**src/rtl/dummy_pkg.sv**
```systemverilog
// Shared types and LFSR polynomial table for the dummy pattern generator.
package dummy_pkg;

    typedef enum logic {
        MODE_CNT  = 1'b0,
        MODE_LFSR = 1'b1
    } mode_e;

    typedef enum logic [1:0] {
        StIdle = 2'd0,
        StRun  = 2'd1,
        StDone = 2'd2
    } state_e;

    localparam int unsigned LFSR_MIN_WIDTH = 8;
    localparam int unsigned LFSR_MAX_WIDTH = 64;

    // Single tap position (1-based) as a mask bit.
    function automatic logic [63:0] tap_bit(input int unsigned t);
        return 64'd1 << (t - 1);
    endfunction

    // Galois feedback masks for right-shifting maximal-length LFSRs. Tap
    // positions follow the classic primitive-polynomial table; bit t-1 set
    // for tap t.
    function automatic logic [63:0] lfsr_taps(input int unsigned width);
        case (width)
            8:  return tap_bit(8)  | tap_bit(6)  | tap_bit(5)  | tap_bit(4);
            9:  return tap_bit(9)  | tap_bit(5);
            10: return tap_bit(10) | tap_bit(7);
            11: return tap_bit(11) | tap_bit(9);
            12: return tap_bit(12) | tap_bit(6)  | tap_bit(4)  | tap_bit(1);
            13: return tap_bit(13) | tap_bit(4)  | tap_bit(3)  | tap_bit(1);
            14: return tap_bit(14) | tap_bit(5)  | tap_bit(3)  | tap_bit(1);
            15: return tap_bit(15) | tap_bit(14);
            16: return tap_bit(16) | tap_bit(15) | tap_bit(13) | tap_bit(4);
            17: return tap_bit(17) | tap_bit(14);
            18: return tap_bit(18) | tap_bit(11);
            19: return tap_bit(19) | tap_bit(6)  | tap_bit(2)  | tap_bit(1);
            20: return tap_bit(20) | tap_bit(17);
            21: return tap_bit(21) | tap_bit(19);
            22: return tap_bit(22) | tap_bit(21);
            23: return tap_bit(23) | tap_bit(18);
            24: return tap_bit(24) | tap_bit(23) | tap_bit(22) | tap_bit(17);
            25: return tap_bit(25) | tap_bit(22);
            26: return tap_bit(26) | tap_bit(6)  | tap_bit(2)  | tap_bit(1);
            27: return tap_bit(27) | tap_bit(5)  | tap_bit(2)  | tap_bit(1);
            28: return tap_bit(28) | tap_bit(25);
            29: return tap_bit(29) | tap_bit(27);
            30: return tap_bit(30) | tap_bit(6)  | tap_bit(4)  | tap_bit(1);
            31: return tap_bit(31) | tap_bit(28);
            32: return tap_bit(32) | tap_bit(22) | tap_bit(2)  | tap_bit(1);
            33: return tap_bit(33) | tap_bit(20);
            34: return tap_bit(34) | tap_bit(27) | tap_bit(2)  | tap_bit(1);
            35: return tap_bit(35) | tap_bit(33);
            36: return tap_bit(36) | tap_bit(25);
            37: return tap_bit(37) | tap_bit(5)  | tap_bit(4)  | tap_bit(3) | tap_bit(2)
                       | tap_bit(1);
            38: return tap_bit(38) | tap_bit(6)  | tap_bit(5)  | tap_bit(1);
            39: return tap_bit(39) | tap_bit(35);
            40: return tap_bit(40) | tap_bit(38) | tap_bit(21) | tap_bit(19);
            41: return tap_bit(41) | tap_bit(38);
            42: return tap_bit(42) | tap_bit(41) | tap_bit(20) | tap_bit(19);
            43: return tap_bit(43) | tap_bit(42) | tap_bit(38) | tap_bit(37);
            44: return tap_bit(44) | tap_bit(43) | tap_bit(18) | tap_bit(17);
            45: return tap_bit(45) | tap_bit(44) | tap_bit(42) | tap_bit(41);
            46: return tap_bit(46) | tap_bit(45) | tap_bit(26) | tap_bit(25);
            47: return tap_bit(47) | tap_bit(42);
            48: return tap_bit(48) | tap_bit(47) | tap_bit(21) | tap_bit(20);
            49: return tap_bit(49) | tap_bit(40);
            50: return tap_bit(50) | tap_bit(49) | tap_bit(24) | tap_bit(23);
            51: return tap_bit(51) | tap_bit(50) | tap_bit(36) | tap_bit(35);
            52: return tap_bit(52) | tap_bit(49);
            53: return tap_bit(53) | tap_bit(52) | tap_bit(38) | tap_bit(37);
            54: return tap_bit(54) | tap_bit(53) | tap_bit(18) | tap_bit(17);
            55: return tap_bit(55) | tap_bit(31);
            56: return tap_bit(56) | tap_bit(55) | tap_bit(35) | tap_bit(34);
            57: return tap_bit(57) | tap_bit(50);
            58: return tap_bit(58) | tap_bit(39);
            59: return tap_bit(59) | tap_bit(58) | tap_bit(38) | tap_bit(37);
            60: return tap_bit(60) | tap_bit(59);
            61: return tap_bit(61) | tap_bit(60) | tap_bit(46) | tap_bit(45);
            62: return tap_bit(62) | tap_bit(61) | tap_bit(6)  | tap_bit(5);
            63: return tap_bit(63) | tap_bit(62);
            64: return tap_bit(64) | tap_bit(63) | tap_bit(61) | tap_bit(60);
            default: return 64'd0;
        endcase
    endfunction

endpackage

```
**src/rtl/dummy_lfsr.sv**
```systemverilog
// Combinational next-state of a right-shifting Galois LFSR; the state
// register lives in the parent.
module dummy_lfsr
    import dummy_pkg::*;
#(
    parameter int unsigned DATA_WIDTH = 32
) (
    input  logic [DATA_WIDTH-1:0] cur_state,
    output logic [DATA_WIDTH-1:0] next_state
);

    localparam logic [63:0]           TapsFull = lfsr_taps(DATA_WIDTH);
    localparam logic [DATA_WIDTH-1:0] Taps     = TapsFull[DATA_WIDTH-1:0];

    // Shift right, fold the outgoing bit back through the tap mask.
    always_comb begin
        next_state = cur_state >> 1;
        if (cur_state[0]) begin
            next_state = next_state ^ Taps;
        end
    end

endmodule

```
**src/rtl/dummy_pattern_gen.sv**
```systemverilog
// Burst pattern generator: emits len+1 words of an incrementing counter or
// LFSR sequence over a valid/ready stream.
// Optional feature: define DUMMY_PATTERN_GEN_PARITY_EN to add parity_o
// (even parity of data_o).
module dummy_pattern_gen
    import dummy_pkg::*;
#(
    parameter int unsigned DATA_WIDTH = 32,
    parameter int unsigned LEN_WIDTH  = 8
) (
    input  logic                  clk_i,
    input  logic                  rst_i,
    input  logic                  start_i,
    input  logic                  mode_i,
    input  logic [DATA_WIDTH-1:0] seed_i,
    input  logic [LEN_WIDTH-1:0]  len_i,
    output logic [DATA_WIDTH-1:0] data_o,
    output logic                  valid_o,
    input  logic                  ready_i,
    output logic                  busy_o,
    output logic                  done_o
`ifdef DUMMY_PATTERN_GEN_PARITY_EN
    ,
    output logic                  parity_o
`endif
);

    localparam logic [DATA_WIDTH-1:0] One = {{(DATA_WIDTH-1){1'b0}}, 1'b1};

    state_e                state_q, state_d;
    mode_e                 mode_q;
    logic [LEN_WIDTH-1:0]  len_q;
    logic [LEN_WIDTH-1:0]  cnt_q;
    logic [DATA_WIDTH-1:0] data_q;
    logic [DATA_WIDTH-1:0] lfsr_next;
    logic [DATA_WIDTH-1:0] seed_eff;
    logic                  xfer;
    logic                  last_word;

    dummy_lfsr #(
        .DATA_WIDTH (DATA_WIDTH)
    ) u_lfsr (
        .cur_state  (data_q),
        .next_state (lfsr_next)
    );

    // An all-zero LFSR seed would lock up, so it is replaced by 1.
    always_comb begin
        seed_eff = seed_i;
        if (mode_i && (seed_i == '0)) begin
            seed_eff = One;
        end
    end

    // Transfer handshake and end-of-burst detection.
    always_comb begin
        xfer      = valid_o && ready_i;
        last_word = xfer && (cnt_q == len_q);
    end

    // FSM state register.
    always_ff @(posedge clk_i) begin
        if (rst_i) begin
            state_q <= StIdle;
        end else begin
            state_q <= state_d;
        end
    end

    // FSM next-state; start_i only matters in idle.
    always_comb begin
        state_d = state_q;
        unique case (state_q)
            StIdle: if (start_i)   state_d = StRun;
            StRun:  if (last_word) state_d = StDone;
            StDone: state_d = StIdle;
            default: state_d = StIdle;
        endcase
    end

    // FSM outputs decoded from the current state only.
    always_comb begin
        valid_o = 1'b0;
        busy_o  = 1'b0;
        done_o  = 1'b0;
        unique case (state_q)
            StIdle: ;
            StRun: begin
                valid_o = 1'b1;
                busy_o  = 1'b1;
            end
            StDone: begin
                busy_o = 1'b1;
                done_o = 1'b1;
            end
            default: ;
        endcase
    end

    // Burst parameters are captured at start and then frozen; data advances
    // only on an accepted word so it holds steady under back-pressure.
    always_ff @(posedge clk_i) begin
        if (rst_i) begin
            mode_q <= MODE_CNT;
            len_q  <= '0;
            cnt_q  <= '0;
            data_q <= '0;
        end else begin
            if ((state_q == StIdle) && start_i) begin
                mode_q <= mode_e'(mode_i);
                len_q  <= len_i;
                cnt_q  <= '0;
                data_q <= seed_eff;
            end else if (xfer) begin
                cnt_q <= cnt_q + 1'b1;
                if (mode_q == MODE_LFSR) begin
                    data_q <= lfsr_next;
                end else begin
                    data_q <= data_q + One;
                end
            end
        end
    end

    assign data_o = data_q;

`ifdef DUMMY_PATTERN_GEN_PARITY_EN
    // data_q is zero in reset, so parity is zero there too.
    assign parity_o = ^data_q;
`endif

endmodule

```
**config.mk**
```make
export PLATFORM = sky130hd
export DESIGN_NAME = dummy_pattern_gen
export DESIGN_NICKNAME = d
export VERILOG_FILES = /design/src/rtl/dummy_pkg.sv /design/src/rtl/dummy_lfsr.sv /design/src/rtl/dummy_pattern_gen.sv
export SDC_FILE = /design/constraint.sdc
export NUM_CORES = 1
export LEC_CHECK = 0
export CAP_MARGIN = 20
export CORE_ASPECT_RATIO = 0.75
export CORE_UTILIZATION = 40
export CTS_BUF_LIST = sky130_fd_sc_hd__clkbuf_8
export DETAILED_ROUTE_END_ITERATION = 6
export PLACE_DENSITY = 0.66
export SYNTH_ARGS = -nofsm -noshare
export SYNTH_HDL_FRONTEND = slang
export SYNTH_SLANG_ARGS = --single-unit
export TNS_END_PERCENT = 100
```
**constraint.sdc**
```tcl
create_clock -name clk_i -period 2.24 [get_ports clk_i]
set_clock_uncertainty 0.2 [all_clocks]
set_input_delay 0.448 -clock clk_i [delete_from_list [all_inputs] [get_ports clk_i]]
set_output_delay 0.448 -clock clk_i [all_outputs]
set_load 0.02 [all_outputs]
```
[Yosys cells after proc, flatten, opt, wreduce, memory -nomap -nowiden]
Index checks and enable logic that the tools add are counted.
Operators by class
  bitwise logic cells: 1
  multiplexer cells: 11
  reductions and logical operators: 10
  $add $sub $neg: 2
  equal/unequal tests: 5
Operators with widths (count)
  $mux W32: 5
  $add A32 B1 Y32 const B: 1
  $logic_not A32 Y1: 1
  $add A8 B1 Y8 const B: 1
  $eq A8 B8 Y1: 1
  $logic_and A1 B1 Y1: 4
  $mux W2: 2
  $ne A2 B2 Y1 const B: 2
  $not A3 Y4: 1
  $pmux W2 S2: 1
  $reduce_or A2 Y1: 2
  $mux W1: 3
  $eq A2 B1 Y1 const B: 1
  $eq A2 B2 Y1 const B: 1
  $logic_not A2 Y1: 1
  $reduce_and A2 Y1: 1
  $reduce_bool A2 Y1: 1
Word-level totals
  input bits: 45
  logic and storage cells: 34
  flip-flop bits (word level): 51

[Depth between registers and ports, before layout]
  word-level depth: 6
  depth in mapped cells: 9
  depth with buffers taken out: 7

[Modules after synthesis]
From an unflattened synthesis, not the netlist that was laid out.
Second synthesis, totals
  cell total of the unflattened synthesis: 483
  area total of the unflattened synthesis: 3698.5 um^2
By module, submodules not included
  dummy_pattern_gen: instances 1, area an instance 3454.6 um^2, sequential area each 1021.0 um^2, cells each 451
  dummy_lfsr: instances 1, area an instance 244.0 um^2, sequential area each 0.0 um^2, cells each 32

[Worst setup path after synthesis]
Ideal clock, no wire load.
  path type: register to register
  start: register data_q[1] (netlist: data_o[1])
  end: register data_q[26] (netlist: data_o[26])
  path buffers: 1
  arrival time: 2.079 ns
  stages on the path, launching flop included: 8
  library setup time: 0.134 ns
  path slack: -0.173 ns
  period minus slack after synthesis: 2.413 ns
  cells stage by stage: dfxtp_1 > ha_1 > nand3_2 > or3_1 > buf_2 > or3_1 > o31ai_1 > a211oi_1
Between the ends
  longest elaborated chain between the ends: 4
Ends and longest elaborated chain
  from (decl): RTL line dummy_pattern_gen.sv:34  | logic [DATA_WIDTH-1:0] data_q;
  from (signal assigned): RTL line dummy_pattern_gen.sv:117  | data_q <= lfsr_next;
  from (signal assigned): RTL line dummy_pattern_gen.sv:119  | data_q <= data_q + One;
  $add A32 B1 Y32: RTL line dummy_pattern_gen.sv:119
  $mux W32: RTL line dummy_pattern_gen.sv:116  | if (mode_q == MODE_LFSR) begin
  $mux W32: RTL line dummy_pattern_gen.sv:114  | end else if (xfer) begin
  $mux W32: RTL line dummy_pattern_gen.sv:109  | if ((state_q == StIdle) && start_i) begin
No other way between the ends. The select of a mux whose other input is x is not followed.
A chain may end at the register's enable or synchronous reset.

[Worst setup path in the final report]
  start: register data_q[10] (netlist: data_o[10])
  end: register data_q[26] (netlist: data_o[26])
Same word-level chain as after synthesis.

==> summary.md <==
| Metric | Value |
|---|---|
| WP data required | `2240 ps` |
| Count leader, synth | `nand2_1` |
| Root buf cell | `clkbuf_8` |
| Fin area | `5056 um^2` |
| Worst skew pair latency | `310 ps` |
| Post-synth EDFFs | `0` |
| Nets@finish | `644` |
| Actual slew at the worst max-slew pin | `422.0 ps` |
| Reg area | `1036 um^2` |
| Crit. Startpoint | `data_o[10]$_SDFFE_PP0P_` |
| Hold Path Class | `reg -> reg` |
| Main synth FF type | `dfxtp_1` |
| GR Overflow Total | `0` |
| Synth Area in Compound Gates | `25.73%` |
| Largest net degree at the start of global routing | `21` |
| H-tree lvl count | `2` |
| #FFs+latches synth | `51` |
| Routed len/inst | `17.44 um` |
| DP Area | `4813 um^2` |
| Status | `finished, final reports clean` |
| Largest family of logic cells by synthesized area | `simple AND/OR/NAND/NOR gates` |
| Simple-Gate Fraction of Synth Area | `28.62%` |
| Fraction of layout cells with a size suffix above 1 | `22.77%` |
| Post-synthesis adder-cell area fraction | `2.592%` |
| Final Hold Vio Count | `0` |
| Mux contribution to synthesized area | `2.999%` |
| Residual DRC | `0` |
| Multi-input gate area | `2270 um^2` |
| 1st-iter DRT viols | `425` |
| Maximum Capacitance Violations | `0` |
| Cell variety after synth | `59` |
| Syn avg cell area | `7.411 um^2` |
| Final Routed Wirelength | `12180 um` |
| Top post-synthesis cells by area | `dfxtp_1 (30%), nand2_1 (7.8%), a21oi_1 (7.0%), o21ai_0 (3.6%), nor2_1 (3.3%)` |
| Setup violators final | `0` |
| GPL Wtd Cong | `0.8955` |
| CP Capture Type | `register` |
| Gate Count Post-Synth | `456` |
| Die Wd | `108.1 um` |
| Static leakage | `1.906 nW` |
| CP startpoint kind | `register` |
| WS Path Type | `reg -> reg` |
| Core area | `8023 um^2` |
| Layout area overhead | `49.61%` |
| Sequential element share of the synthesized area | `30.21%` |
| Ant diodes | `0` |
| Slew Viols, Final | `0` |
| Filler Cells Inserted | `716` |
| Initial antenna violation count | `0` |
| Most frequent cells after synthesis | `nand2_1 (70), dfxtp_1 (51), a21oi_1 (47), nor2_1 (30), clkbuf_1 (26)` |
| GR Util All Layers | `27.93%` |
| Num CTS Buffers | `5` |
| Hold_sp | `len_q[2]$_SDFFE_PP0P_` |
| Die height | `81.60 um` |
| DP HPWL | `9185 um` |
| Worst-path fanout max | `7` |
| Maximum clock path buffer count | `2` |
| Sink Count | `51` |
| Remaining antenna violation count after routing | `0` |
| Period utilisation layout | `98.54%` |
| Critical Path AT | `2210 ps` |
| Initial Utilization | `42.12%` |
| Achievable frequency | `0.4530 GHz` |
| Final core utilization | `63.02%` |
| Rel. slew slack | `71.61%` |
| Row cnt | `28` |
| Worst-path clk slew | `100 ps` |
| Die area | `8824 um^2` |
| Post-Synth XOR/XNOR Area | `4.406%` |
| Via count | `4112` |
| Area leader, netlist | `dfxtp_1` |
| Vias/cell | `5.891` |
| Post-synthesis async set-or-reset flop share | `0%` |
| Reg-to-reg startpoint | `data_o[10]$_SDFFE_PP0P_` |
| Peak VDD IR | `0.5270 mV` |
| Port bufs | `79` |
| Syn_nets | `508` |
| Synth top area share | `30.21%` |
| Power density over the cells | `930.7 nW/um^2` |
| CTS tree | `yes` |
| Number of I/O pins | `80` |
| First-pass DRT Iterations | `5` |
| Post-route minimum period | `2207 ps` |
| First-pass GRT wire length | `19200 um` |
| Number of global-route vias before repair | `3735` |
| Post-synthesis cell area | `3379 um^2` |
| Yosys warns | `0` |
worst max-delay path, cell delays in order, from the launching register on:
cell	delay (ps)
dfxtp_1	350
nand4_1	190
buf_4	200
or3_4	400
or3_4	440
o31ai_2	230
a211oi_2	100
placed cells by master, fill, tap and decap left out, types with 9 or more instances in the layout:
master / n
nor4_1: 11
buf_4: 87
nand3_1: 16
xor2_1: 11
dfxtp_2: 9
nor2_1: 29
nand2_1: 69
nand4_1: 12
dfxtp_1: 41
a21oi_1: 47
clkdlybuf4s50_1: 74
inv_1: 10
o21ai_0: 23
mux2i_1: 9
path summary, 6_finish.rpt:
path,to,slack [ps],depth (start not counted)
max,data_o[26]$_SDFFE_PP0P_,30,6
max reg2reg,data_o[26]$_SDFFE_PP0P_,30,6
min reg2reg,len_q[2]$_SDFFE_PP0P_,270,2
min,len_q[2]$_SDFFE_PP0P_,270,2
registers in the layout, indices dropped and copies added, names as in the netlist:
signal	cells
data_o	32
mode_q	1
cnt_q	8
len_q	8
state_q	2
cells by family after synthesis:
family                     Yosys count
muxes                               10
and+or+nand+nor                    189
xor gates and xnor gates            17
AOI/OAI and AO/OA                  135
adders and majority gates            7
buffers and inverters               47
DFF                                 51
layout make-up:
type | count | area share (%)
Multi-Input combinational cell | 358 | 44.89
Clock buffer | 5 | 1.361
Clock inverter | 3 | 1.262
Timing Repair Buffer | 166 | 28.66
Sequential cell | 51 | 20.49
Inverter | 10 | 0.7424
Tap cell | 105 | 2.598
routing by layer:
metal  GRT usage [%]  share of wire, %  vias up
li1                -                 -     1965
met1           41.69                48     1936
met2           42.04                43      192
met3           3.810               7.5       19
met4           6.438               1.5        0
met5               0                 0        -
per-stage QoR:
step	power (mW)	setup WS, ps	hold WS [ps]	setup TNS [ps]	instances
final	4.706	32.69	271.9	0	698
after global routing	4.993	-18.88	304.4	-35.82	698
after CTS	4.634	1.488	275.2	0	697
after detailed placement	3.872	-367.6	260.9	-1058	689
after global placement	3.841	-558.2	255.1	-866.6	689
after floorplan	2.674	9.648	247.8	0	456
timing repair:
action,CTS,global route
resized for setup,6,22
pin swaps,1,6
buffers inserted,0,1
hold buffers,0,0
setup endpoints to repair,4,18
power breakdown:
part / total (mW) / switching [mW] / internal (mW) / leakage, nW
Sequential: 1.35 / 0.222 / 1.13 / 0.423
Combinational: 2.58 / 1.39 / 1.19 / 1.41
Clock: 0.772 / 0.329 / 0.442 / 0.0695
No activity file was read; power rests on OpenSTA's default activity.
